--- src/rtl/leg_isa_pkg.sv ---
`default_nettype none
// ============================================================================
//  Module   : leg_isa_pkg
//  Brief    : Instruction kinds, opcode/funct codes and NOP word shared by the
//             instruction encoder and decoder.
//  Revision : 1.0  initial release
// ============================================================================
package leg_isa_pkg;

    typedef enum logic [3:0] {
        K_ADDIU = 4'd0,
        K_ANDI  = 4'd1,
        K_BEQ   = 4'd2,
        K_LW    = 4'd3,
        K_SW    = 4'd4,
        K_ADDU  = 4'd5,
        K_AND   = 4'd6,
        K_DIVU  = 4'd7,
        K_MFHI  = 4'd8,
        K_MFLO  = 4'd9
    } kind_t;

    localparam logic [5:0] OP_ADDIU = 6'b001001;
    localparam logic [5:0] OP_ANDI  = 6'b001100;
    localparam logic [5:0] OP_BEQ   = 6'b000100;
    localparam logic [5:0] OP_LW    = 6'b100011;
    localparam logic [5:0] OP_SW    = 6'b101011;
    localparam logic [5:0] OP_RTYPE = 6'b000000;

    localparam logic [5:0] FN_ADDU  = 6'b100001;
    localparam logic [5:0] FN_AND   = 6'b100100;
    localparam logic [5:0] FN_DIVU  = 6'b011010;
    localparam logic [5:0] FN_MFHI  = 6'b010000;
    localparam logic [5:0] FN_MFLO  = 6'b010010;

    localparam logic [31:0] NOP_WORD = 32'h0000_0000;

endpackage
`default_nettype wire

--- src/rtl/inst_encoder_fields.sv ---
`default_nettype none
// ============================================================================
//  Module   : inst_encoder_fields
//  Brief    : Combinational mapping of instruction kind and register/immediate
//             fields to a 32-bit MIPS-subset word plus an illegal-kind flag.
//  Revision : 1.0  initial release
// ============================================================================
module inst_encoder_fields
    import leg_isa_pkg::*;
(
    input  logic [3:0]  kind,
    input  logic [4:0]  rs,
    input  logic [4:0]  rt,
    input  logic [4:0]  rd,
    input  logic [15:0] imm,
    output logic [31:0] word,
    output logic        illegal
);

    // Unused fields are zeroed; shamt is always zero.
    always_comb begin
        word    = NOP_WORD;
        illegal = 1'b0;
        case (kind)
            K_ADDIU: word = {OP_ADDIU, rs, rt, imm};
            K_ANDI:  word = {OP_ANDI,  rs, rt, imm};
            K_BEQ:   word = {OP_BEQ,   rs, rt, imm};
            K_LW:    word = {OP_LW,    rs, rt, imm};
            K_SW:    word = {OP_SW,    rs, rt, imm};
            K_ADDU:  word = {OP_RTYPE, rs, rt, rd, 5'd0, FN_ADDU};
            K_AND:   word = {OP_RTYPE, rs, rt, rd, 5'd0, FN_AND};
            K_DIVU:  word = {OP_RTYPE, rs, rt, 5'd0, 5'd0, FN_DIVU};
            K_MFHI:  word = {OP_RTYPE, 5'd0, 5'd0, rd, 5'd0, FN_MFHI};
            K_MFLO:  word = {OP_RTYPE, 5'd0, 5'd0, rd, 5'd0, FN_MFLO};
            default: illegal = 1'b1;
        endcase
    end

endmodule
`default_nettype wire

--- src/rtl/inst_encoder.sv ---
`default_nettype none
// ============================================================================
//  Module   : inst_encoder
//  Brief    : Field-level instruction requests in, encoded words with an
//             auto-incrementing imem address out (single-entry output stage).
//             Optional macro INST_ENCODER_DELAY_SLOT_EN appends a NOP after
//             every transferred BEQ.
//  Revision : 1.0  initial release
// ============================================================================
module inst_encoder
    import leg_isa_pkg::*;
#(
    parameter int          AW   = 10,
    parameter int unsigned BASE = 0
) (
    input  logic          clk,
    input  logic          rst_n,
    input  logic          in_valid,
    output logic          in_ready,
    input  logic [3:0]    in_kind,
    input  logic [4:0]    in_rs,
    input  logic [4:0]    in_rt,
    input  logic [4:0]    in_rd,
    input  logic [15:0]   in_imm,
    input  logic          addr_load,
    input  logic [AW-1:0] addr_val,
    output logic          out_valid,
    input  logic          out_ready,
    output logic [31:0]   out_word,
    output logic [AW-1:0] out_addr,
    output logic          err_illegal,
    output logic [AW-1:0] words_sent
);

`ifdef INST_ENCODER_DELAY_SLOT_EN
    localparam logic c_ds_en = 1'b1;
`else
    localparam logic c_ds_en = 1'b0;
`endif

    localparam logic [AW-1:0] c_base = AW'(BASE);

    typedef enum logic [1:0] {
        ST_EMPTY = 2'd0,
        ST_FULL  = 2'd1,
        ST_PAD   = 2'd2
    } state_t;

    state_t        r_state;
    state_t        w_state_nxt;
    logic [31:0]   r_word;
    logic [31:0]   w_word_nxt;
    logic          r_is_beq;
    logic          w_is_beq_nxt;
    logic [AW-1:0] r_addr;
    logic [AW-1:0] w_addr_nxt;
    logic [AW-1:0] r_words_sent;
    logic          r_err;

    logic [31:0]   w_enc_word;
    logic          w_enc_illegal;
    logic          w_pad_pending;
    logic          w_accept;
    logic          w_load;
    logic          w_xfer;

    inst_encoder_fields u_fields (
        .kind    (in_kind),
        .rs      (in_rs),
        .rt      (in_rt),
        .rd      (in_rd),
        .imm     (in_imm),
        .word    (w_enc_word),
        .illegal (w_enc_illegal)
    );

    always_ff @(posedge clk) begin
        if (!rst_n) begin
            r_state      <= ST_EMPTY;
            r_word       <= '0;
            r_is_beq     <= 1'b0;
            r_addr       <= c_base;
            r_words_sent <= '0;
            r_err        <= 1'b0;
        end else begin
            r_state  <= w_state_nxt;
            r_word   <= w_word_nxt;
            r_is_beq <= w_is_beq_nxt;
            r_addr   <= w_addr_nxt;
            r_err    <= w_accept && w_enc_illegal;
            if (w_xfer) begin
                r_words_sent <= r_words_sent + 1'b1;
            end
        end
    end

    always_comb begin
        // A BEQ held in FULL must not admit a new word: its NOP follows it.
        w_pad_pending = c_ds_en && r_is_beq;
        in_ready      = 1'b0;
        out_valid     = 1'b0;
        case (r_state)
            ST_EMPTY: in_ready = 1'b1;
            ST_FULL: begin
                in_ready  = out_ready && !w_pad_pending;
                out_valid = 1'b1;
            end
            ST_PAD:   out_valid = 1'b1;
            default: ;
        endcase

        w_accept = in_valid && in_ready;
        w_load   = w_accept && !w_enc_illegal;
        w_xfer   = out_valid && out_ready;

        w_state_nxt  = r_state;
        w_word_nxt   = r_word;
        w_is_beq_nxt = r_is_beq;
        case (r_state)
            ST_EMPTY: begin
                if (w_load) begin
                    w_state_nxt  = ST_FULL;
                    w_word_nxt   = w_enc_word;
                    w_is_beq_nxt = (in_kind == K_BEQ);
                end
            end
            ST_FULL: begin
                if (w_xfer) begin
                    if (w_pad_pending) begin
                        w_state_nxt  = ST_PAD;
                        w_word_nxt   = NOP_WORD;
                        w_is_beq_nxt = 1'b0;
                    end else if (w_load) begin
                        w_word_nxt   = w_enc_word;
                        w_is_beq_nxt = (in_kind == K_BEQ);
                    end else begin
                        w_state_nxt  = ST_EMPTY;
                    end
                end
            end
            ST_PAD: begin
                if (w_xfer) begin
                    w_state_nxt = ST_EMPTY;
                end
            end
            default: w_state_nxt = ST_EMPTY;
        endcase

        w_addr_nxt = r_addr;
        if (w_xfer) begin
            w_addr_nxt = r_addr + 1'b1;
        end else if (r_state == ST_EMPTY && addr_load) begin
            w_addr_nxt = addr_val;
        end
    end

    assign out_word    = r_word;
    assign out_addr    = r_addr;
    assign err_illegal = r_err;
    assign words_sent  = r_words_sent;

endmodule
`default_nettype wire

--- config.mk ---
export PLATFORM = sky130hd
export DESIGN_NAME = inst_encoder
export DESIGN_NICKNAME = d
export VERILOG_FILES = /design/src/rtl/leg_isa_pkg.sv /design/src/rtl/inst_encoder_fields.sv /design/src/rtl/inst_encoder.sv
export SDC_FILE = /design/constraint.sdc
export NUM_CORES = 1
export LEC_CHECK = 0
export BUFFER_PORTS_ARGS = -buffer_cell sky130_fd_sc_hd__buf_2
export CELL_PAD_IN_SITES_DETAIL_PLACEMENT = 1
export CELL_PAD_IN_SITES_GLOBAL_PLACEMENT = 1
export CORE_AREA = 2 2 86 88
export CTS_BUF_LIST = sky130_fd_sc_hd__clkbuf_4 sky130_fd_sc_hd__clkbuf_8
export CTS_CLUSTER_DIAMETER = 60
export DETAILED_ROUTE_END_ITERATION = 7
export DIE_AREA = 0 0 88 90
export PLACE_DENSITY_LB_ADDON = 0.1
export RECOVER_POWER = 50
export SYNTH_ARGS = -nofsm -noshare
export SYNTH_HDL_FRONTEND = slang
export SYNTH_SLANG_ARGS = --single-unit
--- constraint.sdc ---
create_clock -name clk -period 1.7 [get_ports clk]
set_input_delay 0.51 -clock clk [delete_from_list [all_inputs] [get_ports clk]]
set_output_delay 0.51 -clock clk [all_outputs]
set_load 0.005 [all_outputs]
After elaboration in Yosys (flattened, before gate mapping)
Index checks and enable logic that the tools add are counted.

storage, ports and cells
  output and inout bits = 55
  register bits = 55
  bits of input ports = 50

cells by class
  $add $sub $neg = 2
  muxes and demuxes = 14
  eq/ne operators = 15
  reduce and logical (&&, ||, !) cells = 13

operators by type and width
  cell                                                                   count
  32-bit one-hot mux with 10 select lines                                1
  32-bit two-way mux                                                     2
  32-bit one-hot mux with 2 select lines                                 1
  10-bit by 1-bit adder with 10-bit output, second input constant        2
  10-bit two-way mux                                                     2
  4-bit by 3-bit equality test with 1-bit output, second input constant  4
  10-bit OR reduction                                                    1
  4-bit by 2-bit equality test with 1-bit output, second input constant  2
  4-bit equality test, second input constant                             2
  2-bit two-way mux                                                      4
  2-bit inequality test, second input constant                           4
  2-bit one-hot mux with 3 select lines                                  1
  1-bit logical AND                                                      5
  4-bit by 1-bit equality test with 1-bit output, second input constant  1
  4-bit logical NOT                                                      1
  4-bit AND reduction                                                    1
  2-bit nonzero test                                                     2
  2-bit by 1-bit equality test with 1-bit output, second input constant  1
  2-bit equality test, second input constant                             1
  2-bit logical NOT                                                      1
  1-bit two-way mux                                                      2
  1-bit one-hot mux with 2 select lines                                  1
  2-bit AND reduction                                                    1
  2-bit OR reduction                                                     1

Depth between registers and ports, before layout
  word-level depth = 7
  depth in mapped cells = 7

Cells and area by module
From an unflattened synthesis, not the netlist that was laid out.

unflattened totals
  cells, all modules = 345
  area, all modules = 2648.8 µm²

by module, submodules not included
  module               area an instance (µm²)  times used  sequential area each (µm²)  cells an instance
  inst_encoder         2175.8                  1           1081.0                      267
  inst_encoder_fields  473.0                   1           0.0                         78

Least setup slack after synthesis
Ideal clock, no wire load.

  path kind = input-to-reg
  from = input port out_ready
  to = register r_word[5], in the netlist out_word[5]
  arrival = 1449 ps
  data required time = 1629 ps
  setup time = 71 ps
  setup slack = 181 ps
  path buffers = 0
  cell stages on the path = 5
  cells stage by stage = and2b_4 inv_4 nand3_2 or4_1 a21oi_1

on the way
  longest elaborated chain between the ends = 6
  elaborated cells between the ends (all ways) = 9
  those cells by class = 1 x eq/ne; 4 x mux; 4 x reduce/logical

RTL lines
  element                                     line                 RTL
  start, declared                             inst_encoder.sv:28   input logic out_ready,
  1-bit one-hot mux with 2 select lines (*)   inst_encoder.sv:102  case (r_state)
  named net in_ready                          inst_encoder.sv:19   output logic in_ready,
  1-bit logical AND (*)                       inst_encoder.sv:112  w_accept = in_valid && in_ready;
  1-bit logical AND (*)                       inst_encoder.sv:113  w_load = w_accept && !w_enc_illegal;
  32-bit two-way mux (*)                      n/a
  32-bit two-way mux                          n/a
  32-bit one-hot mux with 2 select lines (*)  n/a
  end signal, assigned                        inst_encoder.sv:87   r_word <= w_word_nxt;
  end, declared                               inst_encoder.sv:51   logic [31:0] r_word;

Mark *: on every way through the listed nets, which the timed path passes. The rest lies on a longest branch. The select of a mux whose other input is x is not followed.
A chain may end at the register's enable or synchronous reset.

Worst setup path in the final report
  from = input port out_ready
  to = output port in_ready

on the way
  longest elaborated chain between the ends = 1

RTL lines
  element                                line
  1-bit one-hot mux with 2 select lines  inst_encoder.sv:102
  end, declared                          inst_encoder.sv:19

Every way passes these cells.

==> run metrics <==
# diodes 0; Placer Congestion 0.7771; Synth Instances 276; overall power 2.609 mW; DP Area 0.003114 sq mm; area leader, netlist dfxtp_1; Clk pwr share 34.1%; crit path to in_ready; DR WL/cell 14.26 um; die width 88 um; list of most frequent post-synthesis cells 52 x dfxtp_1, 39 x nor2_1, 29 x nand2_1, 18 x a22oi_1, 16 x a21oi_1; crit path DAT 1.17 ns; DIE HEIGHT 90 um; LEAKAGE 1.443 nW; total number of vias 2459; # Max-Cap Violations 0; top_reg_cell synth dfxtp_1; share of cells above drive strength 1 33.67%; Worst-Skew Late Latency 0.31 ns; RR Endpoint out_addr[6]$_SDFFE_PN0P_; Final Slew Violations 0; number of buffers added on ports 103; die area 0.007920 sq mm; Initial Utilization 33.20%; clk slew on worst S/H paths 0.10 ns; fin crit share 98.87%; top-count cell post-synth dfxtp_1; CTS sink cnt 52; Residual DRC 0; Sw Ratio 25.95%; IO Count 105; final setup violating endpoints 0; Syn Nets 328; Max Clk Rate 594.9 MHz; RSZ-0062 raised after global routing false; Hold Crit Class in -> reg; Critical path origin out_ready; Nets 449; Final Util 45.70%; syn_area_per_cell 8.446 sq um; critical path endpoint category primary output; fin crit period 1.681 ns; 1st-iter DRT viols 49; GRT overflow 0; root buffer cell clkbuf_8; Netlist cell types 47; area share of the largest cell type after synthesis 44.66%; Mapped Area 0.002331 sq mm; global-route wire length before repair 11680 um; Final ANT Viol Nets 0; sequential share of the synthesized area 44.66%; Rows 31; vias in the first global route 2418; Synth area leaders dfxtp_1 45%, nor2_1 6.3%, a22oi_1 5.8%; Power Dens Cells 813.4 mW/mm^2; final non-filler cell area 0.003208 sq mm; WP data required 1.19 ns; GRT Total Usage 18.40%; part of the power in registers 50.3%; H-tree lvl count 2; final hold vios 0; CTS Buffer Depth 2; #FFs+latches synth 52; combinational share of power 15.6%; Inserted Clock Buffers 5; CORE AREA 0.007020 sq mm; EDFF count, synth 0; cell-internal power 1.932 mW; reg2reg setup slack 0.22 ns; final wirelength 7088 um; area grow syn2layout 37.63%; Psw 0.6772 mW; CTS tree built; worst vdd ir 262.6 uV; pin count of the biggest net entering global routing 26; critical path start-end classification in -> out; DP Wirelength 5417 um; initial antenna violation count 0; Reg2Reg Launch Point r_state[0]$_SDFFE_PN0P_; skew final 0.006662 ns; status finished clean; iteration count of the initial detailed-routing pass 4; reg2reg path depth 5; Async SR Flop Fraction 0%; startpoint types primary input; DR vias/cell 4.948; synth warn 0; CP max FO 3
==> power by group through the flow <==
stage / Sequential, mW / Clock (mW) / Combinational (mW)
3_5_place_dp: 1.34 / 0 / 0.414
2_1_floorplan: 1.34 / 0 / 0.193
3_3_place_gp: 1.34 / 0 / 0.405
6_report: 1.31 / 0.889 / 0.408
4_1_cts: 1.31 / 0.923 / 0.416
5_1_grt: 1.32 / 0.978 / 0.458
==> repair_timing <==
action,CTS,global route
hold buffers,0,0
pin swaps,0,0
buffers inserted,0,1
setup endpoints to repair,1,1
gates resized for setup,2,0
==> area by class of cell <==
cell class	instances	area (sq um)
fill	892	3812
multi-input combinational	198	1171
sequential	52	1041
timing repair buffer	134	732.0
tap	99	123.9
clock buffer	6	76.32
clock inverter	2	38.79
inverter	6	25.02
==> through the flow <==
stage	setup TNS (ns)	instances	setup WS (ns)	hold WS [ns]
after floorplan	0	276	0.1806	0.4482
after global placement	-0.1458	488	-0.03944	0.4374
after detailed placement	-0.2269	488	-0.05501	0.4427
after CTS	0	496	0.006232	0.4238
after global routing	0	497	0.005008	0.4322
final	0	497	0.01913	0.4338
==> critical path, stage by stage <==
cell and delay, ns:
buf_2 0.11, and2b_4 0.26, inv_4 0.04, buf_4 0.13, buf_2 0.12
==> cell families after synthesis <==
logic type | synth area share, %
mux | 1.879
fa+ha+maj | 1.073
other cells | 0.1609
simple gates | 22.60
buf+inv | 5.099
flops | 44.66
compound gates | 21.15
xor+xnor | 3.382
==> routing by layer <==
metal | wire, um | GRT usage, %
met5 | 0 | 0
met3 | 364 | 4.408
met1 | 3286 | 24.94
met2 | 3380 | 29.42
met4 | 57 | 4.231
==> layout by cell type, fill, tap and decap left out, types with 2 or more instances in the layout <==
| cell type | instances |
|---|---|
| buf_2 | 90 |
| dfxtp_1 | 52 |
| nor2_1 | 39 |
| nand2_1 | 29 |
| buf_4 | 26 |
| a22oi_1 | 18 |
| a21oi_1 | 16 |
| clkbuf_1 | 15 |
| o21ai_0 | 11 |
| nand4_1 | 8 |
| and3_1 | 7 |
| a221oi_1 | 6 |
| nand3_1 | 6 |
| nor4_1 | 6 |
| xnor2_1 | 6 |
| o211ai_1 | 5 |
| clkbuf_8 | 5 |
| inv_1 | 4 |
| nor3_1 | 3 |
| xor2_1 | 3 |
| mux2_2 | 3 |
| o21a_1 | 2 |
| o211a_1 | 2 |
| a21o_1 | 2 |
| a211oi_1 | 2 |
| or3_1 | 2 |
| a22o_1 | 2 |
| o41ai_1 | 2 |
| ha_1 | 2 |
| clkbuf_2 | 2 |
==> state kept, by name, indices dropped and copies added, names as in the netlist <==
signal / count
out_addr: 10
err_illegal: 1
words_sent: 10
out_word: 30
r_state: 1
==> how the worst min path moves through the flow <==
stage	slack [ns]	to	cells past startpoint	startpoint
after floorplan	0.45	out_word[5]$_SDFFE_PN0P_	2	out_word[5]$_SDFFE_PN0P_
after global placement	0.44	out_word[0]$_SDFFE_PN0P_	2	out_word[0]$_SDFFE_PN0P_
after detailed placement	0.44	out_word[0]$_SDFFE_PN0P_	2	out_word[0]$_SDFFE_PN0P_
after CTS	0.42	out_word[7]$_SDFFE_PN0P_	3	in_imm[7]
after global routing	0.43	out_word[19]$_SDFFE_PN0P_	3	in_rt[3]
final	0.43	out_word[24]$_SDFFE_PN0P_	3	in_rs[3]
Note: power is estimated with default switching activity, not from simulation.
